==> src/rtl/sign_extend_16_32.sv <==
// Immediate-extension unit for the single-cycle datapath.
// Widens an IN_W-bit immediate to OUT_W bits in one of four modes:
// sign, zero, upper (LUI) and sign-extend-then-shift-left-2 (branch offset).
// The combinational result feeds the datapath directly. A registered copy
// with a valid flag is kept for pipelined or debug consumers.
module sign_extend_16_32 #(
    parameter int unsigned IN_W  = 16,
    parameter int unsigned OUT_W = 32
) (
    input  logic             clk,
    input  logic             rst,
    input  logic [IN_W-1:0]  data_in_16,
    input  logic [1:0]       ext_op,
    input  logic             in_valid,
    output logic [OUT_W-1:0] data_out_32,
    output logic [OUT_W-1:0] data_out_q,
    output logic             out_valid
);

    // The branch mode drops the top two bits of the sign-extended value, so
    // the output must have at least two bits of headroom above the input.
    if (OUT_W < IN_W + 2) begin : g_width_check
        $error("sign_extend_16_32: OUT_W must be >= IN_W + 2");
    end

    typedef enum logic [1:0] {
        EXT_SIGN   = 2'b00,
        EXT_ZERO   = 2'b01,
        EXT_UPPER  = 2'b10,
        EXT_BRANCH = 2'b11
    } ext_op_e;

    logic [OUT_W-1:0] sext;
    logic [OUT_W-1:0] zext;
    logic [OUT_W-1:0] upper;
    logic [OUT_W-1:0] branch;

    logic [OUT_W-1:0] data_d;
    logic [OUT_W-1:0] data_q;
    logic             valid_d;
    logic             valid_q;

    // Build every extension candidate, then select one by ext_op.
    always_comb begin
        sext   = {{(OUT_W - IN_W){data_in_16[IN_W-1]}}, data_in_16};
        zext   = {{(OUT_W - IN_W){1'b0}}, data_in_16};
        upper  = {data_in_16, {(OUT_W - IN_W){1'b0}}};
        branch = {sext[OUT_W-3:0], 2'b00};

        data_out_32 = sext;
        case (ext_op_e'(ext_op))
            EXT_SIGN:   data_out_32 = sext;
            EXT_ZERO:   data_out_32 = zext;
            EXT_UPPER:  data_out_32 = upper;
            EXT_BRANCH: data_out_32 = branch;
            default:    data_out_32 = sext;
        endcase
    end

    // Next state: capture the result on a valid input, otherwise hold the
    // data and drop the valid flag.
    always_comb begin
        data_d  = in_valid ? data_out_32 : data_q;
        valid_d = in_valid;
    end

    // Output register; asynchronous reset clears data and valid immediately.
    always_ff @(posedge clk or posedge rst) begin
        if (rst) begin
            data_q  <= '0;
            valid_q <= 1'b0;
        end else begin
            data_q  <= data_d;
            valid_q <= valid_d;
        end
    end

    assign data_out_q = data_q;
    assign out_valid  = valid_q;

endmodule

==> config.mk <==
export PLATFORM = sky130hd
export DESIGN_NAME = sign_extend_16_32
export DESIGN_NICKNAME = d
export VERILOG_FILES = /design/src/rtl/sign_extend_16_32.sv
export SDC_FILE = /design/constraint.sdc
export NUM_CORES = 1
export LEC_CHECK = 0
export CORE_ASPECT_RATIO = 0.5
export CORE_MARGIN = 2
export CORE_UTILIZATION = 40
export CTS_BUF_LIST = sky130_fd_sc_hd__clkbuf_4 sky130_fd_sc_hd__clkbuf_8
export DETAILED_ROUTE_END_ITERATION = 10
export PLACE_DENSITY_LB_ADDON = 0.25
export SYNTH_ARGS = -nofsm -noshare
export SYNTH_HDL_FRONTEND = slang
export SYNTH_SLANG_ARGS = --single-unit
==> constraint.sdc <==
create_clock -name clk -period 1.4 [get_ports clk]
set_clock_uncertainty 0.2 [all_clocks]
set_input_delay 0.14 -clock clk [delete_from_list [all_inputs] [get_ports clk]]
set_output_delay 0.14 -clock clk [all_outputs]
set_load 0.02 [all_outputs]
# After elaboration in Yosys (flattened, before gate mapping)
# Index checks and enable logic that the tools add are counted.
[classes]
n_eq_ne = 3
muxes = 1
n_reduce_logical = 1
[ops]
columns = ["cell", "count"]
rows = [
  ["case mux 32 bit (4 select lines)", 1],
  ["== test 2 bit, second input constant", 2],
  ["== test 2 x 1 -> 1 bit, second input constant", 1],
  ["zero test 2 bit", 1],
]
[totals]
regBits = 33
inputBits = 21
elab_cells = 7

# Depth between registers and ports, before layout
# Gate-level depths: netlist (run 1).
[depth]
word_depth = 2
ltp_mapped = 5
mapped_depth_nobuf = 2

# Least setup slack after synthesis (run 1)
# No wires, ideal clock.
[synth_path]
path_kind = "input to output"
startpoint = "input port ext_op[1]"
endpoint = "output port data_out_32[17]"
t_arrival_ns = 1.051
t_required_ns = 1.060
setup_slack_ns = 0.009
stages = 4
path_buffers = 2
path_cell_list = "buf_4 buf_4 mux2i_1 o21ai_0"
[synth_between]
elab_chain_cells = 2
elab_cells_between_ends = 5
cone_classes = "eq/ne: 3; mux: 1; reduce/logical: 1"
[synth_lines]
columns = ["item", "line_no", "text"]
rows = [
  ["start: declaration", "13", "input logic [1:0] ext_op,"],
  ["== test 2 bit, or another cell as far along", "51", "case (ext_op_e'(ext_op))"],
  ["case mux 32 bit (4 select lines) (*)", "51", ""],
  ["end: declaration", "15", "output logic [OUT_W-1:0] data_out_32,"],
]
# Every way passes the cells marked *; elsewhere a longest branch is shown, timed or not.

# Final worst setup path (run 1)
[layout_path]
startpoint = "input port ext_op[1]"
endpoint = "output port data_out_32[22]"
# The elaborated chain is that of the path after synthesis.

==> summary.md, run 1 <==
| Metric | Value |
|---|---|
| Violation count after the first detailed-route iteration | `88` |
| CTS tree | `built` |
| Leak | `1.668 nW` |
| Core box area | `0.004403 sq mm` |
| Synth Instances | `197` |
| Initial antenna violation count | `0` |
| Hold Fails Final Rpt | `2` |
| Synth unique cells | `21` |
| Failing checks | `negative hold slack, negative setup slack` |
| CTS H-tree lvls | `2` |
| Worst skew pair latency | `0.28 ns` |
| Share of the synthesized area in the top cell type | `0.4505` |
| Io pins | `86` |
| Vias/cell | `5.248` |
| Setup violators final | `2` |
| XOR/XNOR Fraction of Synth Area | `0` |
| PortBufs | `85` |
| RSZ-0062 raised after global routing | `yes` |
| Routed len/inst | `16.44 um` |
| Share of cells above drive strength 1 | `0.3545` |
| Initial Utilization | `0.4163` |
| Post-Route M1 WL | `2833 um` |
| DRT Pass-1 Iters | `4` |
| Fmax achieved | `688.9 MHz` |
| Net Count, Synth | `218` |
| RD Place Congestion | `0.8518` |
| Post-Synth Adder-Cell Area | `0` |
| Hold WS | `-0.003755 ns` |
| Largest delay share family, worst path | `buffers and inverters` |
| Slowest-stage cell, CP | `bufbuf_16` |
| DR WL met3 | `349 um` |
| Cts bufs inserted | `5` |
| Top cell type by total area after synthesis | `dfrtp_1` |
| Total wire length | `6362 um` |
| Setup WS post-layout | `-0.05154 ns` |
| Compound-gate portion of the synthesized area | `0.1652` |
| Cell Rows | `17` |
| Worst-path clk slew | `0.07 ns` |
| Drc violations | `0` |
| Clock sinks | `33` |
| Post-synth top flop | `dfrtp_1` |
| Antenna-violating nets left | `0` |
| Fin crit share | `1.037` |
| Hold WC Path Type | `in2async` |
| Synth top cells by count | `dfrtp_1 (33), inv_1 (16), nand3_1 (16)` |
| Final min period | `1.452 ns` |
| Number of synthesized flops with an enable pin | `0` |
| Beginning of the critical path | `ext_op[1]` |
| Final Max Tran Viols | `0` |
| Ys async rst share | `1.000` |
| GRT Resource Usage Total | `0.2493` |
| Height of the die | `51.87 um` |
| Syn Area/Cell | `9.305 sq um` |
| Max-slew headroom | `0.7961` |
| Synth Area in Simple Gates | `0.1836` |
| Met2 wire length | `2970 um` |
| Cts-stage hold buffer count | `0` |
| Seq cells post-synth | `33` |
| Worst-Margin Slew | `0.3058 ns` |
| Die width | `99.74 um` |
| Highest Signal Layer | `met4` |
| Crit Path Category | `in2out` |
| Setup crit end kind | `output port` |
| Slowest cell delay on critical path | `0.28 ns` |
| Sequential share of the synthesized area | `0.4505` |
| GRT Residual Overflow | `0` |
| Nets@finish | `351` |
| Via count | `2031` |
| Most frequent cell after synthesis | `dfrtp_1` |
| Post-Syn Area | `0.001833 sq mm` |
| Area Growth Syn to Fin | `78.29%` |
| Pin count of the biggest net entering global routing | `34` |
| Die area | `0.005173 sq mm` |
| Pwr Density | `900.8 mW/mm^2` |
| HPWL Detailed | `4313 um` |
| Fillcell total | `324` |
| TNS Setup | `-0.06830 ns` |
| Multiplexer share of the synthesized area | `0.09420` |
| Peak VDD IR | `0.6593 mV` |
| First-pass GRT wire length | `9653 um` |
| Diode count | `0` |
| Setup crit start kind | `primary input` |
| Worst path required time | `1.06 ns` |
| Critical path cell sequence | `buf_4, bufbuf_16, mux2i_1, o21ai_0, buf_2` |
| Top area cells in the synthesized netlist | `dfrtp_1 (45%), mux2i_1 (8.2%), o221ai_1 (7.2%)` |
| Crit Reg-Reg Startpoint | `data_out_q[31]` |
| Max-cap violations | `0` |
| Largest family of logic cells by synthesized area | `simple AND/OR/NAND/NOR gates` |
| Critical path fanouts, max | `6` |
| Status | `finished, violations left` |
| Max Root-Sink Buffers | `2` |
| Vias in the first global route | `1962` |
| Synth Warn # | `0` |
| Crit path DAT | `1.11 ns` |
| Worst Path Buf+Inv | `3` |
| Root buf cell | `clkbuf_8` |
## layout by cell type, fill, tap and decap left out, drive strengths merged
cell | netlist | layout
inv | 16 | 16
buf | 19 | 83
o221ai | 15 | 15
nor2b | 3 | 3
nand3 | 16 | 16
a31oi | 14 | 14
clkdlybuf4s50 | 0 | 1
and2 | 1 | 1
nand2b | 16 | 16
mux2i | 15 | 15
clkdlybuf4s15 | 0 | 9
dlymetal6s2s | 0 | 2
nor2 | 14 | 14
bufbuf | 0 | 2
nand4 | 2 | 2
dlygate4sd2 | 0 | 48
nand2 | 14 | 14
a31o | 1 | 1
o21ai | 15 | 15
clkbuf | 1 | 8
mux2 | 2 | 2
dfrtp | 33 | 33
## cell type report
type	instances	area, sq um	share of cell area
multi-input combinational	128	897.1	0.2745
clock buffer	7	90.09	0.02757
timing repair buffer	146	1324	0.4051
sequential	33	825.8	0.2527
inverter	16	60.06	0.01838
tap	57	71.32	0.02182
## flip-flops by register name (all words and copies together) (netlist names)
name,count
data_out_q,32
out_valid,1
## through the flow
step           setup WS, ns  instance area, sq um  utilization  instances  power [mW]
2_1_floorplan      0.008917                  1833            -        197       1.633
3_3_place_gp        -0.7270                  3055       0.6939        370       2.210
3_5_place_dp        -0.7563                  3055       0.6939        370       2.232
4_1_cts            0.001882                  3184       0.7232        386       2.908
5_1_grt            -0.05692                  3268       0.7423        387       3.074
6_report           -0.05154                  3268       0.7423        387       2.944
## cell families (layout without fill, tap and decap cells)
| family | after synthesis | in the layout |
|---|---|---|
| simple gates | 66 | 66 |
| buf+inv | 36 | 169 |
| mux | 17 | 17 |
| flops | 33 | 33 |
| compound gates | 45 | 45 |
## tightest hold or removal path, delay by kind of cell
kind | cells | cell delay [ns]
buf+inv | 3 | 0.70
## routing by layer
metal  track usage  vias to the layer above
li1              -                      961
met1        0.3280                      972
met2        0.4043                       72
met3       0.05242                       26
met4        0.1096                        0
met5             0                        -
## timing repair
item	in CTS	in global routing
gates resized for setup	199	31
pin swaps	2	1
endpoints found under the setup margin	65	22
gates cloned	3	1
setup buffers	6	0
## path summary, 6_finish.rpt
path / cells past startpoint / end / slack [ns]
worst max-delay path: 5 / data_out_32[22] / -0.05
worst min-delay path: 3 / data_out_q[3] / -0.004
worst max register to register: 2 / data_out_q[31] / 0.39
worst min register to register: 2 / data_out_q[15] / 0.34
max in group asynchronous: 3 / data_out_q[30] / 0.82
min in group clk: 2 / out_valid / 0.09
## where the power goes
group,internal (mW),switching [mW]
Combinational,0.501,0.587
Sequential,1.05,0.0535
Clock,0.409,0.339
Total,1.96,0.979
(Power assumes the default switching activity.)
==> inputs of run 2 (changes only) <==
Settings changed: PLACE_DENSITY set to 0.78, PLACE_DENSITY_LB_ADDON 0.25 to not set.
==> run 2 against run 1 <==
- the flow finishes with violations (negative hold slack)
- wire length fell by 4.7%
- non-clock buffer count rose by 5
- clock power rose by 26%
- global-route usage fell by 0.67 points
- maximum frequency rose by 4.6%
- first-iteration DRC count rose by 92%
- sequential share of layout area rose by 0.81 points
- core utilization fell by 2.3 points
- combinational power fell by 6%
- sequential power barely moved
- critical path depth did not move
==> summary.md, run 2 (synthesized netlist as in run 1, its figures left out) <==
| Metric | Value |
|---|---|
| TNS Setup | `0 ns` |
| Max-slew headroom | `0.7848` |
| PortBufs | `85` |
| Area Growth Syn to Fin | `72.76%` |
| Hold WS | `-0.002505 ns` |
| Core Util, Final | `0.7192` |
| Height of the die | `51.87 um` |
| Fillcell total | `314` |
| Grt met2 use | `0.3885` |
| Max Root-Sink Buffers | `2` |
| Worst-path clk slew | `0.07 ns` |
| Final Instance Area | `0.003167 sq mm` |
| RSZ-0062 raised after global routing | `yes` |
| Initial antenna violation count | `0` |
| Met3 Track Usage GR | `0.04973` |
| CTS H-tree lvls | `2` |
| Vias in the first global route | `1939` |
| Setup WS post-layout | `0.01248 ns` |
| Final Non-Filler Cells | `393` |
| Crit path DAT | `1.05 ns` |
| CTS tree | `built` |
| Root buf cell | `clkbuf_8` |
| Core box area | `0.004403 sq mm` |
| RD Place Congestion | `0.9112` |
| Hold WC Path Type | `in2async` |
| Setup WS pre-CTS | `-0.7326 ns` |
| Inst Count DP | `379` |
| Leak | `1.653 nW` |
| Setup crit start kind | `primary input` |
| Diode count | `0` |
| Global routing usage on met1 | `0.3432` |
| Cell Rows | `17` |
| HPWL Detailed | `4524 um` |
| Peak VDD IR | `0.5186 mV` |
| Final min period | `1.388 ns` |
| GRT Max-Usage Layer | `met2` |
| Clock sinks | `33` |
| Max reg flops | `32` |
| Share of cells above drive strength 1 | `0.3452` |
| Final Max Tran Viols | `0` |
| Worst path required time | `1.06 ns` |
| Dpl cell area | `0.003085 sq mm` |
| Max-cap violations | `0` |
| Commonest non-fill, non-tap cells in the layout | `buf_4 (63), dlygate4sd2_1 (48), dfrtp_1 (33)` |
| Commonest non-fill, non-tap cell in the layout | `buf_4` |
| Initial Utilization | `0.4163` |
| GRT Resource Usage Total | `0.2425` |
| Worst-Margin Slew | `0.3228 ns` |
| Worst skew pair latency | `0.28 ns` |
| Critical path fanouts, max | `8` |
| Status | `finished, violations left` |
| Antenna-violating nets left | `0` |
| Crit Path Category | `in2out` |
| Pwr Density | `972.0 mW/mm^2` |
| Vias/cell | `5.140` |
| Via count | `2020` |
| Drc violations | `0` |
| Io pins | `86` |
| Failing checks | `negative hold slack` |
| DRT Pass-1 Iters | `4` |
| Fmax achieved | `720.7 MHz` |
| Setup crit end kind | `output port` |
| Cts bufs inserted | `5` |
| Die area | `0.005173 sq mm` |
| Die width | `99.74 um` |
| Pin count of the biggest net entering global routing | `34` |
| Violation count after the first detailed-route iteration | `169` |
| Hold Fails Final Rpt | `5` |
| Nets@finish | `356` |
| Total wire length | `6063 um` |
| Setup violators final | `0` |
| GRT Residual Overflow | `0` |
| Routed len/inst | `15.43 um` |
| First-pass GRT wire length | `9653 um` |
| Fin crit share | `0.9911` |
-- run 2: cell count changes in the layout (fill, tap and decap cells not counted), moves of 2 or more --
cell and delta:
o21ai_1 -3, buf_12 -3, clkbuf_2 +5, mux2i_1 +5, mux2i_2 -3, clkdlybuf4s15_2 -2
mux2i_4 -2, o21ai_0 +4, buf_4 +5, bufbuf_16 -2
-- run 2: what timing repair did --
item / 4_1_cts / 5_1_grt
setup buffers: 4 / 0
hold buffers: 1 / 0
gates cloned: 1 / 0
pin swaps: 2 / 1
gates resized for setup: 187 / 22
endpoints found under the setup margin: 65 / 25
endpoints found under the hold margin: 1 / 0
-- run 2: final cells by class --
| cell class | instances | area [sq um] | area share |
|---|---|---|---|
| inverters | 16 | 60.06 | 0.01896 |
| clock inverters | 1 | 30.03 | 0.009482 |
| multi-input cells | 128 | 857.1 | 0.2706 |
| clock buffers | 7 | 90.09 | 0.02845 |
| flip-flops and latches | 33 | 825.8 | 0.2608 |
| repair buffers | 151 | 1232 | 0.3892 |
| well taps | 57 | 71.32 | 0.02252 |
-- run 2: final timing paths --
path / startpoint / end / slack (ns) / depth (start not counted)
setup / recovery: ext_op[0] / data_out_32[31] / 0.01 / 5
min in group clk: in_valid / data_out_q[11] / 0.08 / 2
max in group asynchronous: rst / data_out_q[24] / 0.82 / 3
hold reg to reg: data_out_q[0] / data_out_q[0] / 0.31 / 1
hold / removal: rst / data_out_q[7] / -0.003 / 3
setup reg to reg: data_out_q[31] / data_out_q[31] / 0.40 / 2
-- run 2: where the power goes --
group | leakage, nW | switching (mW) | total (mW) | internal [mW]
clock network | 0.0619 | 0.345 | 0.945 | 0.600
logic | 1.19 | 0.573 | 1.03 | 0.453
registers | 0.402 | 0.0535 | 1.11 | 1.05
total | 1.65 | 0.972 | 3.08 | 2.11
-- run 2: metrics by stage --
stage	hold slack (ns)	power, mW
2_1_floorplan	-0.02857	1.633
6_report	-0.002505	3.078
5_1_grt	0.02513	3.220
3_3_place_gp	0.2435	2.220
3_5_place_dp	0.2487	2.243
4_1_cts	0.005384	3.083
-- run 2: per-layer routing --
metal | routed length (um) | vias up | share of wire
met2 | 2884 | 66 | 0.48
met1 | 2846 | 985 | 0.47
li1 | - | 963 | -
met3 | 293 | 6 | 0.048
met4 | 38 | 0 | 0.0063
met5 | 0 | - | 0
-- run 2: critical path: stages --
cell,delay [ns]
clkdlybuf4s15_2,0.25
buf_4,0.17
nand2b_1,0.07
and2_1,0.16
clkdlybuf4s15_2,0.25
